===== src/rtl/baseline_discriminator_pkg.sv =====
// Shared types and constants for the baseline discriminator and its bench.
package baseline_discriminator_pkg;

   typedef enum logic [1:0] {
      S_IDLE    = 2'd0,
      S_ARMED   = 2'd1,
      S_HIGH    = 2'd2,
      S_HOLDOFF = 2'd3
   } disc_state_t;

   // Cycles from a sample entering d_in to the trig pulse it causes.
   localparam int STAGE_LATENCY = 3;

   localparam int HOLD_WIDTH = 16;

endpackage


===== src/rtl/pulse_extender.sv =====
// Loadable down-counter: start loads len, then counts down to zero one step per clk.
module pulse_extender #(
   parameter int P_N_WIDTH = 16
) (
   input  logic                 clk,
   input  logic                 rst_n,
   input  logic                 start,
   input  logic                 clr,
   input  logic [P_N_WIDTH-1:0] len,
   output logic                 busy,
   output logic                 last
);

   localparam logic [P_N_WIDTH-1:0] ONE = P_N_WIDTH'(1);

   logic [P_N_WIDTH-1:0] count_q, count_d;

   always_comb begin
      count_d = count_q;
      if (clr) begin
         count_d = '0;
      end else if (start) begin
         count_d = len;
      end else if (count_q != '0) begin
         count_d = count_q - ONE;
      end
   end

   always_ff @(posedge clk) begin
      if (!rst_n) begin
         count_q <= '0;
      end else begin
         count_q <= count_d;
      end
   end

   assign busy = (count_q != '0);
   assign last = (count_q == ONE);

endmodule


===== src/rtl/baseline_discriminator.sv =====
// Baseline-subtracting threshold discriminator: two pipeline stages feed a
// trigger FSM with hysteresis re-arm, optional holdoff and a saturating counter.
module baseline_discriminator #(
   parameter int SAMPLEBITS = 12,
   parameter int ADDRBITS   = 7
) (
   input  logic                         clk,
   input  logic                         rst_n,
   input  logic [SAMPLEBITS-1:0]        d_in,
   input  logic [SAMPLEBITS+ADDRBITS-1:0] sum_in,
   input  logic                         sum_valid,
   input  logic [2:0]                   sum_len_log2,
   input  logic                         enable,
   input  logic [SAMPLEBITS-1:0]        threshold,
   input  logic [SAMPLEBITS-1:0]        hyst,
   input  logic [15:0]                  holdoff_len,
   input  logic                         count_clr,
   output logic                         trig,
   output logic [SAMPLEBITS-1:0]        baseline,
   output logic [SAMPLEBITS:0]          excess,
   output logic                         armed,
   output logic [31:0]                  trig_count
);

   import baseline_discriminator_pkg::*;

   localparam int SUMBITS = SAMPLEBITS + ADDRBITS;

   logic [SAMPLEBITS-1:0]   baseline_q, baseline_d;
   logic [SAMPLEBITS-1:0]   sample_q, sample_d;
   logic                    s1_qv_q, s1_qv_d;
   logic [SAMPLEBITS:0]     excess_q, excess_d;
   logic                    s2_qv_q, s2_qv_d;
   disc_state_t             state_q, state_d;
   logic                    trig_q, trig_d;
   logic [31:0]             trig_count_q, trig_count_d;

   logic [SUMBITS-1:0]      shifted;
   logic signed [SAMPLEBITS+1:0] excess_ext, lower_lim;
   logic                    above, below;
   logic                    hold_start, hold_clr, hold_busy, hold_last;

   // Stage 1 divides the rolling sum down to a mean; stage 2 subtracts it.
   always_comb begin
      shifted = sum_in >> sum_len_log2;
      if (int'(sum_len_log2) > ADDRBITS) begin
         shifted = sum_in >> ADDRBITS;
      end
      baseline_d = shifted[SAMPLEBITS-1:0];
      sample_d   = d_in;
      s1_qv_d    = sum_valid;
      excess_d   = {1'b0, sample_q} - {1'b0, baseline_q};
      s2_qv_d    = s1_qv_q;
   end

   // Re-arm limit may go negative, hence the extra sign bit.
   assign excess_ext = $signed({excess_q[SAMPLEBITS], excess_q});
   assign lower_lim  = $signed({2'b00, threshold}) - $signed({2'b00, hyst});
   assign above      = $signed(excess_q) > $signed({1'b0, threshold});
   assign below      = excess_ext < lower_lim;

   always_comb begin
      state_d    = state_q;
      trig_d     = 1'b0;
      hold_start = 1'b0;
      hold_clr   = 1'b0;
      if (!enable || !s2_qv_q) begin
         state_d  = S_IDLE;
         hold_clr = 1'b1;
      end else begin
         case (state_q)
            S_IDLE: state_d = S_ARMED;
            S_ARMED: begin
               if (above) begin
                  state_d = S_HIGH;
                  trig_d  = 1'b1;
               end
            end
            S_HIGH: begin
               if (below) begin
                  if (holdoff_len != 16'd0) begin
                     state_d    = S_HOLDOFF;
                     hold_start = 1'b1;
                  end else begin
                     state_d = S_ARMED;
                  end
               end
            end
            S_HOLDOFF: begin
               if (hold_last || !hold_busy) begin
                  state_d = S_ARMED;
               end
            end
            default: state_d = S_IDLE;
         endcase
      end
   end

   // A clear coinciding with a trigger leaves that trigger counted.
   always_comb begin
      trig_count_d = trig_count_q;
      if (count_clr) begin
         trig_count_d = {31'd0, trig_q};
      end else if (trig_q && (trig_count_q != 32'hFFFF_FFFF)) begin
         trig_count_d = trig_count_q + 32'd1;
      end
   end

   always_ff @(posedge clk) begin
      if (!rst_n) begin
         baseline_q   <= '0;
         sample_q     <= '0;
         s1_qv_q      <= 1'b0;
         excess_q     <= '0;
         s2_qv_q      <= 1'b0;
         state_q      <= S_IDLE;
         trig_q       <= 1'b0;
         trig_count_q <= '0;
      end else begin
         baseline_q   <= baseline_d;
         sample_q     <= sample_d;
         s1_qv_q      <= s1_qv_d;
         excess_q     <= excess_d;
         s2_qv_q      <= s2_qv_d;
         state_q      <= state_d;
         trig_q       <= trig_d;
         trig_count_q <= trig_count_d;
      end
   end

   pulse_extender #(
      .P_N_WIDTH(HOLD_WIDTH)
   ) u_holdoff (
      .clk  (clk),
      .rst_n(rst_n),
      .start(hold_start),
      .clr  (hold_clr),
      .len  (holdoff_len),
      .busy (hold_busy),
      .last (hold_last)
   );

   assign trig       = trig_q;
   assign baseline   = baseline_q;
   assign excess     = excess_q;
   assign armed      = (state_q == S_ARMED);
   assign trig_count = trig_count_q;

endmodule


===== config.mk =====
export PLATFORM = sky130hd
export DESIGN_NAME = baseline_discriminator
export DESIGN_NICKNAME = d
export VERILOG_FILES = /design/src/rtl/baseline_discriminator_pkg.sv /design/src/rtl/pulse_extender.sv /design/src/rtl/baseline_discriminator.sv
export SDC_FILE = /design/constraint.sdc
export NUM_CORES = 1
export LEC_CHECK = 0
export BUFFER_PORTS_ARGS = -buffer_cell sky130_fd_sc_hd__buf_2
export CORE_MARGIN = 2
export CORE_UTILIZATION = 24
export DETAILED_ROUTE_END_ITERATION = 7
export GPL_TIMING_DRIVEN = 0
export SYNTH_ARGS = -nofsm -noshare
export SYNTH_HDL_FRONTEND = slang
export SYNTH_SLANG_ARGS = --single-unit
export TNS_END_PERCENT = 20

===== constraint.sdc =====
create_clock -name clk -period 4.3 [get_ports clk]
set_input_delay 0.86 -clock clk [delete_from_list [all_inputs] [get_ports clk]]
set_output_delay 0.86 -clock clk [all_outputs]
set_load 0.05 [all_outputs]

# After elaboration in Yosys (flattened, before gate mapping)
# Index checks and enable logic that the tools add are counted.
totals:
  ff_bits: 90
  inputBits: 79
  output_inout_bits: 59
  elab_cells: 58
op_classes:
  add_sub_neg: 4
  magnitude_cmp: 2
  eq_ne: 8
  shift: 1
  muxes: 15
  n_bitwise: 2
  reduce_logical: 16
ops:
  columns: ["op", "count"]
  rows:
  - ["32-bit by 1-bit adder with 32-bit output, second input constant", 1]
  - ["16-bit two-way mux", 2]
  - ["32-bit != test, second input constant", 1]
  - ["16-bit nonzero test", 2]
  - ["12-bit by 12-bit subtractor with 13-bit output", 2]
  - ["19-bit by 3-bit right shift with 12-bit output", 1]
  - ["16-bit by 1-bit equality test with 1-bit output, second input constant", 1]
  - ["16-bit by 1-bit subtractor with 16-bit output, second input constant", 1]
  - ["13-bit greater-than comparator", 1]
  - ["13-bit < comparator", 1]
  - ["1-bit two-way mux", 8]
  - ["2-bit two-way mux", 4]
  - ["2-bit one-hot mux with 4 select lines", 1]
  - ["2-bit OR reduction", 3]
  - ["2-bit equality test, second input constant", 2]
  - ["2-bit != test, second input constant", 2]
  - ["2-bit nonzero test", 2]
  - ["1-bit zero test", 3]
  - ["3-bit AND reduction", 1]
  - ["3-bit OR reduction", 1]
  - ["2-bit by 1-bit equality test with 1-bit output, second input constant", 1]
  - ["2-bit zero test", 1]
  - ["1-bit logical OR", 2]
  - ["2-bit by 1-bit != test with 1-bit output, second input constant", 1]
  - ["other kinds (2)", 3]

# Longest topological paths before layout
# Gate-level depths: netlist of run 1.
logic_depth:
  word_depth: 6
  depth_mapped: 17
  mapped_depth_nobuf: 16

# Modules after synthesis
# A second synthesis of run 1 with hierarchy kept.
unflattened:
  hier_cells: 704
  area_unflattened_um2: 5933.2
by_module_without_submodules:
  columns: ["mod", "n_inst", "cells_per_inst", "area_each_um2", "seq_area_each_um2"]
  rows:
  - ["baseline_discriminator", 1, 599, 5056.1, 1481.4]
  - ["pulse_extender", 1, 105, 877.1, 320.3]

# Worst setup path before layout of run 1
# No wires, ideal clock.
synth_timing:
  path_type: "input to register"
  startpoint: "in hyst[2]"
  endpoint: "reg state_q[1]"
  setup_ns: 0.071
  arrival_ns: 4.109
  required_ns: 4.229
  slack_ns: 0.120
  stages: 15
  path_buffers: 0
  path_cell_list: "inv_1 -> ha_1 -> nor2b_1 -> o21a_1 -> o21ai_0 -> a21oi_1 -> o41ai_1 -> o21ai_0 -> ha_1 -> nand4_1 -> a2111oi_4 -> a21oi_2 -> mux2i_1 -> or4_1 -> a21oi_1"
synth_via:
  elab_chain_cells: 4
synth_rtl:
  columns: ["element", "line", "rtl"]
  rows:
  - ["start, declared", "baseline_discriminator.sv:15", "input logic [SAMPLEBITS-1:0] hyst,"]
  - ["12-bit by 12-bit subtractor with 13-bit output", "baseline_discriminator.sv:58", "assign lower_lim = $signed({2'b00, threshold}) - $signed({2'b00, hyst});"]
  - ["13-bit < comparator", "baseline_discriminator.sv:60", "assign below = excess_ext < lower_lim;"]
  - ["2-bit != test (no line)", null, null]
  - ["3-bit AND reduction (no line)", null, null]
  - ["end signal, assigned", "baseline_discriminator.sv:125", "state_q <= state_d;"]
  - ["end, declared", "baseline_discriminator.sv:34", "disc_state_t state_q, state_d;"]
# Every way passes these cells.
# A chain may end at the register's enable or synchronous reset.

# Final worst setup path of run 1
layout_timing:
  startpoint: "in threshold[0]"
  endpoint: "reg state_q[1]"
layout_via:
  elab_chain_cells: 4
  elab_cells_between_ends: 6
  cone_classes: "add/sub: 1; order compare: 2; eq/ne: 2; reduce/logical: 1"
layout_rtl:
  columns: ["element", "line", "rtl"]
  rows:
  - ["start, declared", "baseline_discriminator.sv:14", "input logic [SAMPLEBITS-1:0] threshold,"]
  - ["12-bit by 12-bit subtractor with 13-bit output", "baseline_discriminator.sv:58", null]
  - ["13-bit < comparator", "baseline_discriminator.sv:60", null]
  - ["2-bit != test (no line)", null, null]
  - ["3-bit AND reduction (no line) *", null, null]
# Every way passes the cells marked *; elsewhere a longest branch is shown, timed or not.

==> impl_results.md, run 1 <==
- Final Hold Slack: 0.4824 ns
- Row count: 57
- Max Cap Viol: 0
- Slew @ Worst Pin: 0.7016 ns
- Detail Placement HPWL: 13430 um
- Die width: 161.6 um
- Simple-Gate Fraction of Synth Area: 24.57%
- Area grow syn2layout: 23.96%
- First drt pass iteration count: 6
- Critical path type: in2reg
- Placer Congestion: 0.8195
- Via density: between 4 and 5
- # DRC: 0
- CTS Root Cell: clkbuf_16
- Worst r2r src: excess[11]
- Slew HR: 53.05%
- Initial Utilization: 24.45%
- Mapped Cells: about 680
- RSZ-0062 raised after global routing: false
- Hold buffers post-CTS: 0
- Synth Area in Compound Gates: 12.55%
- Post-synthesis sequential area ratio: 30.21%
- Largest family of logic cells by synthesized area: simple AND/OR/NAND/NOR gates
- Max Transition Viols Final: 0
- Clk_lat worst skew: 0.35 ns
- Detail Route Antenna Nets: 0
- R2R depth: 8
- Combinational Power Share: 28.9%
- Total wire length: 16400 um
- Max Freq: 243.7 MHz
- 1st-iter DRT viols: 190
- CTS H-Tree Depth: 3
- Crit path time final: 4.103 ns
- Clock transition at path regs: 0.07 ns
- Share of cells above drive strength 1: between 20 and 25%
- Sw power: 798.7 uW
- Reg2reg end: state_q[1]
- Main synth FF type: dfxtp_1
- Area of the core: 24390 um2
- TritonCTS clock tree: yes
- Power share of the sequential group: between 30% and 40%
- Skew final: 0.01387 ns
- Initial antenna violation count: 2
- XOR/XNOR Fraction of Synth Area: 6.609%
- Vias: 5384
- Final period util: 95.41%
- PortBufs: approximately 130
- Synthesized area: 5963 um2
- Vias in the first global route: roughly 5200
- Hold Crit Start: s1_qv_q
- Worst EP required: 4.58 ns
- Post-placement cell count: 1136
- DR WL/cell: around 14 um
- LEAKAGE: between 3 and 4 nW
- Unique cell type count in the Yosys netlist: 68
- Async S/R FF share, synth: 0%
- DIE HEIGHT: 161.6 um
- Clk pwr share: 32.2%
- Core Util, Final: 30.31%
- Maximum VDD drop: 0.1581 mV
- Ys Warns: 0
- EDFF count, synth: 0
- HP Class: reg2reg
- Post-Synth Adder-Cell Area: between 10% and 20%
- Synth Net Count: approximately 800
- R2r setup slk: approximately 1.9 ns
- Final hold violation count: 0
- Critical Path Start Type: input port
- Net count, final: 965
- Mux share of post-synthesis cell area: 9.106%
- Worst-case clock buffer depth: 2
- Avg Cell Area, Syn: 8.795 um2
- Largest net degree at the start of global routing: 17
- Switch share: 34.27%
- Setup tns final: 0 ns
- Crit end category: flop
- Sinks on the clock net: 90
- Grt total ovfl: 0
- CTS buffer count: 9
- CP arrival: 4.38 ns
- Critical Path Fanout Max: 4
- Die area: around 26000 um2
- PwrDens: 315.3 nW/um2
- Setup violators final: 0
- Top-level I/O count: around 140
- Global-route wire length before repair: 26730 um
- Seq cells post-synth: 90
- GRT Resource Usage Total: between 10% and 20%
- Non-Filler Instances: between 1000 and 1500
- Hold Path Depth: 1
- Internal: approximately 1.5 mW
- Worst hold endpoint: s2_qv_q
- Outcome: finished, final reports clean
## area by class of cell
type                            instances  area [um2]
Antenna cell                            2       5.005
Buffer                                 20       91.34
Clock buffer                           10       229.0
Clock inverter                          6       51.30
Fill cell                            2653       17000
Inverter                               51       191.4
Multi-Input combinational cell        517        3901
Sequential cell                        90        1802
Tap cell                              324       405.4
Timing Repair Buffer                  140       715.7
## power groups by stage
stage               registers, mW  clock network, mW  logic, mW
floorplan                    1.02                  0      0.367
global placement            0.927                  0      0.640
detailed placement          0.927                  0      0.646
CTS                         0.908              0.782      0.653
global route                0.914              0.818      0.745
finish                      0.907              0.751      0.672
## synth_stat cells (3+ instances only)
cell type	count	share of area, %
nor2_1	67	4.2
dfxtp_1	90	30
nor4_1	9	0.94
mux2i_1	28	4.7
o21a_1	8	1.0
or3_1	4	0.42
a211oi_1	6	0.76
o211ai_1	10	1.3
xor2_1	25	3.7
o41ai_1	5	0.73
nand2b_1	11	1.2
xnor2_1	20	2.9
or4_1	9	1.1
nor3_1	21	1.8
and4_1	4	0.59
and2_1	17	1.8
nand2_1	38	2.4
nand4_1	26	2.7
clkbuf_1	14	0.88
a21boi_0	3	0.38
nor3b_1	4	0.50
o31ai_1	14	1.8
nor2b_1	10	1.0
nand3_1	23	1.9
a21oi_1	22	1.8
inv_1	50	3.1
ha_1	55	12
o21ai_0	19	1.6
a31oi_1	4	0.42
o21ai_1	4	0.34
mux4_2	9	3.4
and3_1	5	0.52
## per-stage QoR
step	total power, mW	setup WS (ns)	area [um2]
global placement	1.567	-0.4702	7039
CTS	2.342	0.1371	7335
floorplan	1.389	0.1203	5963
finish	2.330	0.1974	7392
detailed placement	1.573	-0.5196	7039
global route	2.478	0.009910	7390
## worst max path at each step
stage            startpoint                    to  slack (ns)  depth (start not counted)
6_report       threshold[0]            state_q[1]        0.20                         18
5_1_grt        threshold[0]            state_q[1]        0.01                         18
4_1_cts        threshold[0]            state_q[1]        0.14                         17
3_5_place_dp   threshold[0]            state_q[1]       -0.52                         17
3_3_place_gp   threshold[0]  u_holdoff.count_q[1]       -0.47                         18
2_1_floorplan       hyst[2]            state_q[1]        0.12                         15
## cell families after synthesis
logic type	Yosys count
DFF	90
buffers and inverters	71
muxes	41
xor gates and xnor gates	45
AOI/OAI and AO/OA	110
adders and majority gates	57
and+or+nand+nor	264
## metal layers
layer	up-vias	part of all wire [%]	global-route usage, %
met3	17	4.8	3.210
li1	2758	-	-
met1	2514	47	16.25
met4	0	1.5	4.063
met2	95	46	20.84
met5	-	0	0
## repair_timing
action	4_1_cts	5_1_grt
buffers inserted	1	5
pin swaps	1	1
setup endpoints to repair	15	15
hold endpoints to repair	0	0
gates resized for setup	1	6
## registers in the layout, summed over array words and instances (netlist names)
register / cells
trig_count: 32
u_holdoff.count_q: 16
excess: 13
baseline: 12
sample_q: 12
state_q: 2
s1_qv_q: 1
s2_qv_q: 1
trig: 1
## worst max-delay path, cell delays in order
cell and delay [ns]:
buf_2 0.11, inv_1 0.05, ha_1 0.18, fa_1 0.23
nor2b_1 0.06, o21a_1 0.19, o21ai_2 0.16, a21oi_2 0.09
o41ai_2 0.38, o21ai_1 0.16, ha_1 0.32, nand4_1 0.15
a2111oi_4 0.36, a21oi_2 0.09, buf_4 0.16, mux2i_1 0.17
or4_1 0.53, a21oi_1 0.14
## cell usage in the layout (no fill, tap or decap), drive strengths merged, types with 8 or more instances in the layout
cell type,netlist,layout
nand4,27,27
o21ai,23,23
mux2i,29,29
buf,6,146
o21a,8,8
ha,55,55
nor4,12,12
or4,9,9
inv,51,53
nand2b,11,11
o211ai,10,10
o31ai,14,14
and2,17,17
nor2,68,68
nand3,24,24
xnor2,20,20
nand2,38,38
dfxtp,90,90
a21oi,23,23
xor2,25,25
clkbuf,14,24
nor3,22,22
mux4,9,9
nor2b,10,10
(Power assumes the default switching activity.)
==> inputs of run 2 (changes only) <==
--- a/config.mk
+++ b/config.mk
@@ -8,2 +8,3 @@
 export BUFFER_PORTS_ARGS = -buffer_cell sky130_fd_sc_hd__buf_2
+export CORE_ASPECT_RATIO = 1.1
 export CORE_MARGIN = 2
--- a/constraint.sdc
+++ b/constraint.sdc
@@ -3,2 +3,2 @@
 set_output_delay 0.86 -clock clk [all_outputs]
-set_load 0.05 [all_outputs]
+set_load 0.01 [all_outputs]
==> impl_results.md, run 2 (synthesis gave the netlist of run 1 again) <==
- Crit path time final: 4.084 ns (-0.01861 ns)
- R2R depth: 8 (unchanged)
- Initial Utilization: 24.37% (-0.082 points)
- PortBufs: 134 (unchanged)
- Worst r2r src: baseline[0]
- CTS buffer count: 9 (unchanged)
- Skew final: 0.01558 ns (+0.001716 ns)
- Detail Route Antenna Nets: 0 (unchanged)
- Clk pwr share: 37.2% (+5.0 points)
- Largest net degree at the start of global routing: 16 (-1)
- CTS H-Tree Depth: 3 (unchanged)
- Hold buffers post-CTS: 0 (unchanged)
- Slew HR: 53.57% (+0.52 points)
- Area grow syn2layout: 24.00% (about the same)
- Via density: 4.706 (+1.4%)
- Outcome: finished, final reports clean
- Max Freq: 244.9 MHz (+0.46%)
- Sw power: 687.4 uW (-14%)
- Worst EP required: 4.51 ns (-0.07 ns)
- Slew @ Worst Pin: 0.6922 ns (-0.009415 ns)
- Clock transition at path regs: 0.07 ns (about the same)
- Maximum VDD drop: 0.1687 mV (+6.7%)
- Pre-CTS setup slack: -0.5799 ns (-0.06026 ns)
- Total wire length: 16390 um (about the same)
- Combinational Power Share: 24.0% (-4.9 points)
- RSZ-0062 raised after global routing: false
- Initial antenna violation count: 1 (-1)
- Max Transition Viols Final: 0 (unchanged)
- 1st-iter DRT viols: 174 (-8.4%)
- Final period util: 94.98% (-0.43 points)
- Worst-case clock buffer depth: 2 (unchanged)
- Row count: 60 (+5.3%)
- Global-route wire length before repair: 26780 um (+0.18%)
- Most frequent cells in the layout: 135 x buf_2, 90 x dfxtp_1, 67 x nor2_1
- Sinks on the clock net: 90 (unchanged)
- DIE HEIGHT: 169.3 um (+4.8%)
- CTS Root Cell: clkbuf_16
- Placer Congestion: 0.8424 (+2.8%)
- CP startpoint: threshold[0]
- Detail Placement HPWL: 13520 um (+0.66%)
- # DRC: 0 (unchanged)
- Hold Crit Start: s1_qv_q
- Max FFs per register: 32 (unchanged)
- Top-level I/O count: 138 (unchanged)
- Critical Path Start Type: input port
- Area of the core: 24470 um2 (+0.34%)
- PwrDens: 315.8 nW/um2 (+0.16%)
- Max Cap Viol: 0 (unchanged)
- DR WL/cell: 14.36 um (+1.6%)
- Final hold violation count: 0 (unchanged)
- Share of cells above drive strength 1: 22.41% (-0.49 points)
- Die area: 26120 um2 (about the same)
- TritonCTS clock tree: yes
- Crit end category: flop
- Internal: 1.648 mW (+7.6%)
- Die width: 154.3 um (-4.5%)
- Hold Path Depth: 1 (unchanged)
- Net count, final: 961 (-0.41%)
- Power share of the sequential group: 38.8% (about the same)
- GRT Resource Usage Total: 12.74% (+0.080 points)
- Worst hold endpoint: s2_qv_q
- Vias: 5369 (-0.28%)
- Switch share: 29.44% (-4.8 points)
- HP Class: reg2reg
- Non-Filler Instances: 1141 (-1.6%)
- Setup ws final: 0.2160 ns (+0.01861 ns)
- LEAKAGE: 3.315 nW (+0.21%)
- First drt pass iteration count: 4 (-2)
- Clk_lat worst skew: 0.35 ns (about the same)
- Vias in the first global route: 5202 (-0.86%)
- Leading cell type in the layout, fill and taps excluded: buf_2
- R2r setup slk: 1.90 ns (-0.02 ns)
- CP arrival: 4.30 ns (-0.08 ns)
- Grt total ovfl: 0 (unchanged)
- Setup violators final: 0 (unchanged)
- Post-placement cell count: 1122 (-1.2%)
- Reg2reg end: excess[10]
- Critical Path Fanout Max: 10 (+6)
- Critical path type: in2reg
## run 2: final cells by class
class | instances | area (um2)
multi-input combinational | 517 | 3902
tap | 310 | 387.9
clock inverter | 5 | 85.08
timing repair buffer | 136 | 685.7
buffer | 20 | 95.09
inverter | 51 | 191.4
clock buffer | 11 | 242.7
sequential | 90 | 1802
fill | 2616 | 17080
antenna | 1 | 2.502
## run 2: metal layers
metal	global-route usage, %	share of wire [%]	vias to the layer above	wire [um]
met5	0	0	-	0
met4	5.395	2.4	0	389
met3	2.937	5.3	25	869
met2	21.60	48	117	7838
met1	15.55	44	2477	7290
li1	-	-	2750	-
## run 2: how the worst max path moves through the flow
stage                           endpoint  cells after the start  slack, ns
floorplan                     state_q[1]                     15       0.12
CTS                           state_q[1]                     17        0.1
detailed placement            state_q[1]                     17      -0.58
finish              u_holdoff.count_q[0]                     19       0.22
global route                  state_q[1]                     18       0.02
global placement    u_holdoff.count_q[1]                     18      -0.53
## run 2: worst max-delay path, cell delays in order
cell and delay [ns]:
buf_2 0.09, inv_1 0.04, ha_1 0.22, fa_1 0.42
nor2b_1 0.13, o21a_1 0.15, o21ai_1 0.10, a21oi_2 0.19
o41ai_2 0.10, buf_4 0.15, xor2_1 0.14, ha_1 0.30
nand2_1 0.12, a2111oi_4 0.35, a21oi_4 0.14, mux2_4 0.36
nor2_8 0.17, buf_6 0.17, o31ai_1 0.08
## run 2: timing repair
action	CTS	global route
setup buffers	1	1
setup endpoints to repair	18	16
pin swaps	1	2
gates cloned	0	0
gates resized for setup	1	5
## run 2: metrics by stage
step	util [%]	hold WS [ns]	power, mW	setup TNS [ns]	cell area [um2]
6_report	30.21	0.4728	2.335	0	7395
5_1_grt	30.20	0.5141	2.482	0	7392
4_1_cts	30.09	0.4824	2.368	0	7365
3_5_place_dp	28.69	0.4620	1.475	-9.521	7022
3_3_place_gp	28.69	0.4664	1.469	-8.624	7022
2_1_floorplan	-	0.4119	1.295	0	5963
## run 2: power by group through the flow
stage                     Clock [mW]  Sequential [mW]  Combinational, mW
after floorplan                    0            0.929              0.366
after global placement             0            0.925              0.545
after detailed placement           0            0.925              0.550
after CTS                      0.905            0.906              0.557
after global routing           0.937            0.911              0.634
final                          0.869            0.905              0.561
==> inputs of run 3 (changes only) <==
==> constraint.sdc (replaced) <==
create_clock -name clk -period 4.3 [get_ports clk]
set_input_delay 0.645 -clock clk [delete_from_list [all_inputs] [get_ports clk]]
set_output_delay 0.645 -clock clk [all_outputs]
set_load 0.01 [all_outputs]
==> impl_results.md, run 3 (synthesis gave the netlist of run 1 again) <==
- Detail Placement HPWL: 13520 um (unchanged)
- Maximum VDD drop: 0.1695 mV (+0.52%)
- 1st-iter DRT viols: 198 (+14%)
- TritonCTS clock tree: yes
- Placer Congestion: 0.8424 (unchanged)
- Share of cells above drive strength 1: 22.10% (-0.31 points)
- Final period util: 93.69% (-1.3 points)
- Area of the core: 24470 um2 (unchanged)
- Most Crowded Layer GR: met2
- CTS H-Tree Depth: 3 (unchanged)
- Critical Path Start Type: input port
- Sinks on the clock net: 90 (unchanged)
- M2 GR Usage: 21.60% (unchanged)
- Area grow syn2layout: 23.46%
- Total wire length: 16340 um (-0.30%)
- Multi-input logic area: 3889 um2 (-0.35%)
- Setup violators final: 0 (unchanged)
- Skew final: 0.01639 ns (+0.0008072 ns)
- HP Class: reg2reg
- Reg area: 1802 um2 (unchanged)
- First drt pass iteration count: 4 (unchanged)
- LEAKAGE: 3.299 nW (-0.47%)
- Worst EP required: 4.51 ns (about the same)
- Final hold violation count: 0 (unchanged)
- Setup ws final: 0.2712 ns (+0.05519 ns)
- GR Util met3: 2.937% (unchanged)
- Vias: 5362 (-0.13%)
- Post-placement cell count: 1122 (unchanged)
- CTS Root Cell: clkbuf_16
- Leading cell type in the layout, fill and taps excluded: buf_2
- Worst-case clock buffer depth: 2 (unchanged)
- DIE HEIGHT: 169.3 um (unchanged)
- Slew HR: 53.57% (unchanged)
- PwrDens: 315.6 nW/um2 (about the same)
- Outcome: finished, final reports clean
- Fillers: 2620 (+0.15%)
- Clock transition at path regs: 0.07 ns (about the same)
- Vias in the first global route: 5193 (-0.17%)
- Pre-CTS setup slack: -0.3649 ns (+0.2150 ns)
- Max Transition Viols Final: 0 (unchanged)
- Max Freq: 248.2 MHz (+1.4%)
- Clk_lat worst skew: 0.35 ns (about the same)
- Slew @ Worst Pin: 0.6922 ns (+0.0000001192 ns)
- Critical path type: in2reg
- Global-route wire length before repair: 26730 um (-0.18%)
- Initial antenna violation count: 1 (unchanged)
- Non-Filler Instances: 1139 (-0.18%)
- CP arrival: 4.24 ns (-0.06 ns)
- Net count, final: 959 (-0.21%)
- GRT Resource Usage Total: 12.73% (about the same)
- Hold buffers post-CTS: 0 (unchanged)
- PortBufs: 134 (unchanged)
- DR WL/cell: 14.34 um (-0.12%)
- Die area: 26120 um2 (unchanged)
- Detail Route Antenna Nets: 0 (unchanged)
- Crit path time final: 4.029 ns (-0.05519 ns)
- Critical Path Fanout Max: 10 (unchanged)
- Top-level I/O count: 138 (unchanged)
- Largest net degree at the start of global routing: 16 (unchanged)
- Most frequent cells in the layout: 135 x buf_2, 90 x dfxtp_1, 67 x nor2_1
- Initial Utilization: 24.37% (unchanged)
- Grt total ovfl: 0 (unchanged)
- Die width: 154.3 um (unchanged)
- CTS buffer count: 9 (unchanged)
- Max Cap Viol: 0 (unchanged)
- Via density: 4.708 (about the same)
- Max FFs per register: 32 (unchanged)
- RSZ-0062 raised after global routing: false
- Met1 Track Usage GR: 15.52% (-0.031 points)
- Crit end category: flop
- # DRC: 0 (unchanged)
- Row count: 60 (unchanged)
==> run 3: final cells by class <==
class	count	share of cell area [%]
antenna	1	0.03399
inverter	51	2.600
clock buffer	11	3.297
buffer	20	1.241
sequential	90	24.47
clock inverter	5	1.156
multi-input combinational	517	52.82
timing repair buffer	134	9.109
tap	310	5.269
==> run 3: layer usage <==
metal,wire length [um],share of wire [%],vias up
li1,-,-,2748
met1,7264,44,2472
met4,410,2.5,0
met2,7793,48,115
met3,870,5.3,27
met5,0,0,-
==> run 3: through the flow <==
| step | utilization (%) | instance area, um2 | total power, mW | setup TNS [ns] | hold WS [ns] |
|---|---|---|---|---|---|
| 2_1_floorplan | - | 5963 | 1.295 | 0 | 0.4119 |
| 3_3_place_gp | 28.69 | 7022 | 1.469 | -4.754 | 0.4664 |
| 3_5_place_dp | 28.69 | 7022 | 1.475 | -5.651 | 0.4620 |
| 4_1_cts | 30.03 | 7350 | 2.364 | 0 | 0.4824 |
| 5_1_grt | 30.07 | 7360 | 2.470 | 0 | 0.5054 |
| 6_report | 30.08 | 7362 | 2.323 | 0 | 0.4730 |
==> run 3: report_power, final <==
| part | internal, mW | leakage, nW | switching, mW |
|---|---|---|---|
| logic | 0.240 | 2.41 | 0.308 |
| registers | 0.872 | 0.736 | 0.0325 |
| clock network | 0.529 | 0.156 | 0.342 |
==> run 3: repair_timing <==
action                     4_1_cts  5_1_grt
buffers inserted                 0        0
resized for setup                0        3
setup endpoints to repair        0       18
==> run 3: critical path: stages <==
cell and delay [ns]:
buf_2 0.11, inv_1 0.05, ha_1 0.19, fa_1 0.24, nor2b_1 0.06, o21a_1 0.19, o21ai_1 0.19, a21oi_1 0.13
o41ai_2 0.31, o21ai_0 0.19, ha_2 0.42, nand4_1 0.19, a2111oi_4 0.38, a21oi_2 0.17, mux2_4 0.37, nor2_8 0.17
buf_6 0.17, o31ai_1 0.08
==> run 3: path summary, 6_finish.rpt <==
path	startpoint	end	slack, ns	cells after the start
max	threshold[0]	u_holdoff.count_q[0]	0.27	18
min	s1_qv_q	s2_qv_q	0.47	1
max reg2reg	excess[12]	u_holdoff.count_q[0]	1.89	8
min reg2reg	s1_qv_q	s2_qv_q	0.47	1
